[config.mk]
export PLATFORM = sky130hd
export DESIGN_NAME = e_gpu_conf_regs_flat
export DESIGN_NICKNAME = d
export VERILOG_FILES = /design/src/rtl/e_gpu_conf_regs_if.sv /design/src/rtl/e_gpu_conf_regs.sv /design/src/flat_wrapper.sv
export SDC_FILE = /design/constraint.sdc
export NUM_CORES = 1
export LEC_CHECK = 0
export ABC_AREA = 1
export CAP_MARGIN = 25
export CORE_ASPECT_RATIO = 0.75
export CORE_MARGIN = 2
export CORE_UTILIZATION = 27
export CTS_BUF_LIST = sky130_fd_sc_hd__clkbuf_8
export DETAILED_ROUTE_END_ITERATION = 12
export GPL_TIMING_DRIVEN = 0
export SLEW_MARGIN = 5
export SYNTH_ARGS = -nofsm -noshare
export SYNTH_HDL_FRONTEND = slang
export SYNTH_SLANG_ARGS = --single-unit
[constraint.sdc]
create_clock -name clk_i -period 1.01 [get_ports clk_i]
set_input_delay 0.303 -clock clk_i [delete_from_list [all_inputs] [get_ports clk_i]]
set_output_delay 0.303 -clock clk_i [all_outputs]
set_load 0.01 [all_outputs]
[src/rtl/e_gpu_conf_regs_if.sv]
// OBI request/response channels for the e-GPU configuration port.
interface obi_req_if;
  logic        req;
  logic        we;
  logic [3:0]  be;
  logic [31:0] addr;
  logic [31:0] wdata;
  logic        gnt;

  modport master (
    output req, we, be, addr, wdata,
    input  gnt
  );
  modport slave (
    input  req, we, be, addr, wdata,
    output gnt
  );
endinterface

interface obi_rsp_if;
  logic        rvalid;
  logic [31:0] rdata;

  modport master (input rvalid, rdata);
  modport slave (output rvalid, rdata);
endinterface

[src/rtl/e_gpu_conf_regs.sv]
// e-GPU configuration registers: CTRL/START/IRQ_CLR/STATUS/KERNEL_PC/CYCLES.
// Define E_GPU_CONF_REGS_PERF_EN to add the saturating CYCLES counter.
module e_gpu_conf_regs #(
  parameter logic [31:0] BOOT_ADDR = 32'h0000_0000
) (
  input  logic        clk_i,
  input  logic        rst_ni,
  obi_req_if.slave    conf_regs_req,
  obi_rsp_if.slave    conf_regs_rsp,
  output logic        gpu_en_o,
  output logic [31:0] kernel_pc_o,
  output logic        start_o,
  input  logic        kernel_done_i,
  output logic        busy_o,
  output logic        interrupt_o
);

  typedef enum logic [1:0] {
    IDLE    = 2'd0,
    RUNNING = 2'd1,
    DONE    = 2'd2
  } state_e;

  state_e      state_q, state_d;
  logic        en_q;
  logic [31:0] pc_q;
  logic        start_q;
  logic        rvalid_q;
  logic [31:0] rdata_q;
  logic [31:0] rd_data;

  logic        hs, wr, rd;
  logic [5:0]  off;
  logic [3:0]  be;
  logic [31:0] wdata;
  logic        ctrl_wr, en_clr, start_req, clr_req, pc_wr;
  logic        launch;
  logic        unused_addr;

  assign conf_regs_req.gnt = conf_regs_req.req;

  assign hs    = conf_regs_req.req & conf_regs_req.gnt;
  assign wr    = hs & conf_regs_req.we;
  assign rd    = hs & ~conf_regs_req.we;
  assign off   = conf_regs_req.addr[7:2];
  assign be    = conf_regs_req.be;
  assign wdata = conf_regs_req.wdata;

  // Register window aliases every 256 B.
  assign unused_addr = ^{conf_regs_req.addr[31:8],
                         conf_regs_req.addr[1:0]};

  assign ctrl_wr   = wr & (off == 6'h00) & be[0];
  assign en_clr    = ctrl_wr & ~wdata[0];
  assign start_req = wr & (off == 6'h01) & be[0] & wdata[0];
  assign clr_req   = wr & (off == 6'h02) & be[0] & wdata[0];
  assign pc_wr     = wr & (off == 6'h04);

  always_ff @(posedge clk_i or negedge rst_ni) begin
    if (!rst_ni) state_q <= IDLE;
    else         state_q <= state_d;
  end

  // EN-clear overrides every other event, including kernel_done_i.
  always_comb begin
    state_d = state_q;
    if (en_clr) begin
      state_d = IDLE;
    end else begin
      unique case (state_q)
        IDLE:    if (start_req && en_q) state_d = RUNNING;
        RUNNING: if (kernel_done_i)     state_d = DONE;
        DONE:    if (clr_req)           state_d = IDLE;
        default:                        state_d = IDLE;
      endcase
    end
  end

  always_comb begin
    busy_o      = (state_q == RUNNING);
    interrupt_o = (state_q == DONE);
  end

  assign launch = (state_q == IDLE) && (state_d == RUNNING);

`ifdef E_GPU_CONF_REGS_PERF_EN
  logic [31:0] cycles_q;

  always_ff @(posedge clk_i or negedge rst_ni) begin
    if (!rst_ni) begin
      cycles_q <= '0;
    end else if (launch) begin
      cycles_q <= '0;
    end else if (state_q == RUNNING && cycles_q != '1) begin
      cycles_q <= cycles_q + 32'd1;
    end
  end
`endif

  always_comb begin
    rd_data = '0;
    case (off)
      6'h00: rd_data[0]   = en_q;
      6'h03: rd_data[2:0] = {en_q, interrupt_o, busy_o};
      6'h04: rd_data      = pc_q;
`ifdef E_GPU_CONF_REGS_PERF_EN
      6'h05: rd_data      = cycles_q;
`endif
      default: rd_data    = '0;
    endcase
  end

  always_ff @(posedge clk_i or negedge rst_ni) begin
    if (!rst_ni) begin
      en_q     <= 1'b0;
      pc_q     <= BOOT_ADDR;
      start_q  <= 1'b0;
      rvalid_q <= 1'b0;
      rdata_q  <= '0;
    end else begin
      if (ctrl_wr) en_q <= wdata[0];
      for (int i = 0; i < 4; i++) begin
        if (pc_wr && be[i]) pc_q[8*i +: 8] <= wdata[8*i +: 8];
      end
      start_q  <= launch;
      rvalid_q <= hs;
      rdata_q  <= rd ? rd_data : '0;
    end
  end

  assign gpu_en_o             = en_q;
  assign kernel_pc_o          = pc_q;
  assign start_o              = start_q;
  assign conf_regs_rsp.rvalid = rvalid_q;
  assign conf_regs_rsp.rdata  = rdata_q;

endmodule

[src/flat_wrapper.sv]
// flat-port wrapper written by rule: the top's interface ports become plain ports
module e_gpu_conf_regs_flat 
#(
  parameter logic [31:0] BOOT_ADDR = 32'h0000_0000
)
  (clk_i, rst_ni, gpu_en_o, kernel_pc_o, start_o, kernel_done_i, busy_o, interrupt_o, conf_regs_req_req, conf_regs_req_we, conf_regs_req_be, conf_regs_req_addr, conf_regs_req_wdata, conf_regs_req_gnt, conf_regs_rsp_rvalid, conf_regs_rsp_rdata);
  obi_req_if conf_regs_req_i ();
  obi_rsp_if conf_regs_rsp_i ();
  input  logic clk_i;
  input  logic rst_ni;
  output logic gpu_en_o;
  output logic [31:0] kernel_pc_o;
  output logic start_o;
  input  logic kernel_done_i;
  output logic busy_o;
  output logic interrupt_o;
  input wire logic [$bits(conf_regs_req_i.req)-1:0] conf_regs_req_req;
  input wire logic [$bits(conf_regs_req_i.we)-1:0] conf_regs_req_we;
  input wire logic [$bits(conf_regs_req_i.be)-1:0] conf_regs_req_be;
  input wire logic [$bits(conf_regs_req_i.addr)-1:0] conf_regs_req_addr;
  input wire logic [$bits(conf_regs_req_i.wdata)-1:0] conf_regs_req_wdata;
  output wire logic [$bits(conf_regs_req_i.gnt)-1:0] conf_regs_req_gnt;
  output wire logic [$bits(conf_regs_rsp_i.rvalid)-1:0] conf_regs_rsp_rvalid;
  output wire logic [$bits(conf_regs_rsp_i.rdata)-1:0] conf_regs_rsp_rdata;
  assign conf_regs_req_i.req = conf_regs_req_req;
  assign conf_regs_req_i.we = conf_regs_req_we;
  assign conf_regs_req_i.be = conf_regs_req_be;
  assign conf_regs_req_i.addr = conf_regs_req_addr;
  assign conf_regs_req_i.wdata = conf_regs_req_wdata;
  assign conf_regs_req_gnt = conf_regs_req_i.gnt;
  assign conf_regs_rsp_rvalid = conf_regs_rsp_i.rvalid;
  assign conf_regs_rsp_rdata = conf_regs_rsp_i.rdata;
  e_gpu_conf_regs #(.BOOT_ADDR(BOOT_ADDR)) u_core (.clk_i(clk_i), .rst_ni(rst_ni), .conf_regs_req(conf_regs_req_i), .conf_regs_rsp(conf_regs_rsp_i), .gpu_en_o(gpu_en_o), .kernel_pc_o(kernel_pc_o), .start_o(start_o), .kernel_done_i(kernel_done_i), .busy_o(busy_o), .interrupt_o(interrupt_o));
endmodule
==> Word-level counts from Yosys, hierarchy flattened <==
Cells that the tools add are included.
{ "totals": {"input_bits": 73, "word_cells": 47, "reg_bits": 69} }
{ "classes": {"n_reduce_logical": 8, "bitwise": 14, "mux": 9, "n_eq_ne": 7} }
{ "op_table": {"columns": ["op", "n"], "rows": [
  ["$mux W32", 1],
  ["$mux W29", 1],
  ["$and A1 B1 Y1", 12],
  ["$eq A6 B2 Y1 const B", 2],
  ["$mux W2", 4],
  ["$eq A6 B1 Y1 const B", 1],
  ["$eq A6 B3 Y1 const B", 1],
  ["$logic_and A1 B1 Y1", 6],
  ["$logic_not A6 Y1", 1],
  ["$pmux W2 S3", 1],
  ["$eq A2 B1 Y1 const B", 2],
  ["$pmux W2 S2", 1],
  ["$pmux W1 S3", 1],
  ["$eq A2 B2 Y1 const B", 1],
  ["$logic_not A2 Y1", 1],
  ["$not A1 Y1", 2]
]} }

==> Logic depth before layout (Yosys ltp) <==
{ "logic_depth": {"depth_word": 10, "depth_mapped": 7, "mapped_depth_nobuf": 7} }

==> Worst setup path after synthesis <==
OpenSTA, ideal clock, no wires.
{ "synth_timing": {"path_type": "input-to-reg", "from": "input conf_regs_req_addr[7]", "to": "register u_core.pc_q[13], in the netlist u_core.kernel_pc_o[13]", "path_stages": 7, "slack_ns": -0.242, "path_buffers": 1, "setup_time_ns": 0.118, "required_ns": 0.892, "arrival_time_ns": 1.134, "cell_sequence": "nor2_2 -> nand2_2 -> nor2_8 -> nand3_4 -> buf_6 -> nand2_1 -> o21ai_2"} }
{ "synth_via": {"elab_chain_cells": 3} }
{ "synth_lines": {"columns": ["item", "line_no", "rtl"], "rows": [
  ["start, declared", "flat_wrapper.sv:20", "input wire logic [$bits(conf_regs_req_i.addr)-1:0] conf_regs_req_addr;"],
  ["$eq A6 B3 Y1", "e_gpu_conf_regs.sv:57", "assign pc_wr = wr & (off == 6'h04);"],
  ["$and A1 B1 Y1", "e_gpu_conf_regs.sv:57", null],
  ["$logic_and A1 B1 Y1", "e_gpu_conf_regs.sv:123", "if (pc_wr && be[i]) pc_q[8*i +: 8] <= wdata[8*i +: 8];"],
  ["end signal, assigned by index", "e_gpu_conf_regs.sv:123", null],
  ["end, declared", "e_gpu_conf_regs.sv:26", "logic [31:0] pc_q;"]
]} }
Every way passes these cells.
A chain may end at the register's enable or synchronous reset.

==> Final worst setup path <==
{ "layout_timing": {"from": "register u_core.state_q[0]", "to": "output interrupt_o"} }
{ "layout_via": {"elab_chain_cells": 1} }
{ "layout_lines": {"columns": ["item", "line_no", "rtl"], "rows": [
  ["start, declared", "e_gpu_conf_regs.sv:24", "state_e state_q, state_d;"],
  ["start signal, assigned", "e_gpu_conf_regs.sv:61", "else state_q <= state_d;"],
  ["$eq A2 B2 Y1", "e_gpu_conf_regs.sv:81", "interrupt_o = (state_q == DONE);"],
  ["end, declared", "flat_wrapper.sv:16", "output logic interrupt_o;"]
]} }
Every way passes these cells.

==> results.yml <==
clocking:
  cts_buffers: 9
  cts_tree: "yes"
  clk_path_buf_depth: 2
  clk_pin_slew_ns: 0.07
  insertion_delay_ns: 0.34
  htreeDepth: 3
  clock-sinks: 69
  root_buffer: "clkbuf_8"
detailed_routing:
  top_layer: "met4"
  drc_errors: 0
  ant_nets: 0
  postRouteWirelength_microns: 8930
  wl_per_cell_microns: 13.9
  vias: 2733
  drt-met1-wl_microns: 3970
  dr.pass1.iters: 4
  drtIter0Drc: 116
  viasPerCell: 4.25
  detailroute.wirelength.met3_microns: 663
  wl_met2_microns: 4220
sta:
  final_hold_viol_count: 33
  finalSetupViolCount: 104
  fmax_mhz: 711
  holdWs_ns: -0.0976
  setup_tns_ns: -12.33
  layout_setup_ws_ns: -0.396
  fin_crit_sh: 1.39
  slew_violations: 0
  tightest_slew_ns: 0.470
  period_minus_slack_ns: 1.41
  finClkSkew_ns: 0.00684
  relSlewSlack: 0.687
  grt_setup_unrepaired: "yes"
yosys:
  yosys_warnings: 0
  seq_area_frac_synth: 0.576
  yosys.area.top_type: "dfrtp_1"
  syn_area_per_cell_sq_um: 10.0
  synth.mux.area_fraction: 0
  synthCells: 299
  synth_xor_area_frac: 0
  synthAdderAreaFrac: 0
  synth_area_leaders: "dfrtp_1 58%, o21ai_2 9.4%, nand2_1 9.3%"
  synth.distinct_cells: 19
  synth_area_sq_mm: 0.00300
  synthSimpleGateAreaFrac: 0.226
  synth_top_cell_area_share: 0.576
  ys_ff_latch: 69
  synth_top_family_by_area: "simple AND/OR/NAND/NOR gates"
  synth_nets: 372
  synth_compound_area_frac: 0.102
run_status:
  status: "finished with violations"
  violations: "negative hold slack, negative setup slack"
grt:
  grt_pass1_wl_microns: 13700
  grt_max_degree: 37
  grt-ovfl-total: 0
  antenna_found_initial: 0
  grt_usage: 0.148
  grt_pass1_vias: 2706
final_layout:
  layout-drive-gt1-share: 0.567
  diodes: 0
  nets: 571
  final_cells: 643
  num-fill-cells: 1015
  design_area_sq_mm: 0.00533
  area_growth_pct: 78.0
power:
  pwr-share-comb: 0.152
  irDropWorstVdd_uv: 567
  p_sw_frac: 0.256
  p_int_mw: 4.30
  leakage_nw: 2.74
  power_mw: 5.78
  power_density_mw_per_mm2: 1080
  p_seq_frac: 0.497
  clockPowerShare: 0.352
  switchingPower_mw: 1.48
placed_design:
  placed_area_sq_mm: 0.00441
  io_buffers: 116
  dp_cells: 556
  hpwl_microns: 5540
  routabilityCongestion: 0.758
critical_path:
  crit_type: "flop to primary output"
  regToRegSetupSlack_ns: -0.21
  crit_path_max_incr_delay_ns: 0.39
  start_kind: "flop"
  path_max_fanout: 2
  crit_chain: "buf_6 > nor2_4 > buf_6"
  critPathBufInv: 2
  cp.required_ns: 0.71
  r2r_start: "u_core.state_q[0]$_DFF_PN0_"
  arrival_ns: 1.10
  crit_end: "interrupt_o"
  critPathTopFamily: "flip-flops"
  worstSetupEndpointType: "primary output"
  cp_common_cell: "buf_6"
  startpoint: "u_core.state_q[0]$_DFF_PN0_"
  r2r_end: "u_core.conf_regs_rsp.rdata[0]$_DFF_PN0_"
  worst-path-stages: 3
  worst_path_max_delay_cell: "dfrtp_1"
  worst-r2r-cell-count: 9
die:
  rows: 33
  die_area_sq_mm: 0.0120
  ioPinCount: 143
  initial_utilization: 0.276
  die_x_microns: 126
  core-area_sq_mm: 0.0109
  dieHeight_microns: 95.2
worst_hold_path:
  hold_path_class: "input port to async pin"
job:
  maxCapViolations: 0
## flip-flops by register name, indices dropped and copies added, names as in the netlist
register / count
u_core.kernel_pc_o: 32
u_core.state_q: 2
u_core.conf_regs_rsp.rvalid: 1
u_core.start_o: 1
u_core.gpu_en_o: 1
u_core.conf_regs_rsp.rdata: 32
## Yosys cell counts
cell and number:
buf_12 1, nand2_4 1, inv_1 49, nor2_4 11
nor2_1 29, a21oi_1 5, dfrtp_1 69, nand2_1 74
buf_4 1, nand3_4 4, o21ai_2 32, nand3_1 7
inv_2 1, nor2_8 1, nor2_2 1, buf_6 5
nand2_2 1, nand4_1 3, clkbuf_1 4
## placed cells by master (no fill, tap or decap), drive strengths merged
cell type	Yosys	final
inv	50	50
clkdlybuf4s15	0	1
nand3	11	11
dlygate4sd2	0	1
dfrtp	69	69
a21oi	5	5
dlymetal6s2s	0	1
nand4	3	3
buf	7	156
clkbuf	4	16
nand2	76	76
o21ai	32	32
clkinv	0	3
clkdlybuf4s50	0	35
clkinvlp	0	2
nor2	42	42
## through the flow
| step | util | setup slack (ns) |
|---|---|---|
| floorplan | - | -0.208 |
| global placement | 0.405 | -2.78 |
| detailed placement | 0.406 | -1.08 |
| CTS | 0.455 | -0.362 |
| global route | 0.491 | -0.442 |
| finish | 0.491 | -0.396 |
## power groups by stage
stage                     Clock, mW  Sequential, mW  Combinational (mW)
after floorplan                   0            2.96               0.211
after global placement            0            2.94               0.675
after detailed placement          0            2.94               0.690
after CTS                      2.10            2.87               0.795
after global routing           2.25            2.88               0.957
final                          2.03            2.87               0.875
## cells by family (layout without fill, tap and decap cells)
| family | count (synthesis) | count (layout) |
|---|---|---|
| AOI/OAI and AO/OA | 37 | 37 |
| buffers and inverters | 61 | 265 |
| DFF | 69 | 69 |
| and+or+nand+nor | 132 | 132 |
## worst min-delay path by stage
| stage | to | slack (ns) | depth (start not counted) |
|---|---|---|---|
| final | u_core.start_o$_DFF_PN0_ | -0.1 | 1 |
| after global placement | u_core.kernel_pc_o[9]$_DFFE_PN0P_ | 0.49 | 2 |
| after floorplan | u_core.conf_regs_rsp.rdata[0]$_DFF_PN0_ | 0.007 | 0 |
| after detailed placement | u_core.start_o$_DFF_PN0_ | 0.29 | 1 |
| after CTS | u_core.start_o$_DFF_PN0_ | -0.09 | 1 |
| after global routing | u_core.start_o$_DFF_PN0_ | -0.08 | 1 |
## metal layers
metal  vias up  track usage
met5         -            0
met4         0       0.0333
met3         8       0.0651
met2        83        0.224
met1      1340        0.197
li1       1302            -
## layout make-up
| cell class | instances | area [sq um] | share of cell area |
|---|---|---|---|
| clock buffer | 11 | 151 | 0.0284 |
| inverter | 50 | 196 | 0.0368 |
| timing repair buffer | 188 | 1610 | 0.302 |
| tap | 140 | 175 | 0.0328 |
| clock inverter | 5 | 26.3 | 0.00493 |
| buffer | 11 | 160 | 0.0300 |
| sequential | 69 | 1730 | 0.324 |
| multi-input combinational | 169 | 1290 | 0.241 |
## timing repair
item                                   4_1_cts  5_1_grt
setup endpoints to repair                  138      115
endpoints found under the hold margin       33       33
cloned                                       4        1
resized for setup                          370       71
pin swaps                                   12        6
setup buffers                               52       14
Power figures use the tool's default switching activity.
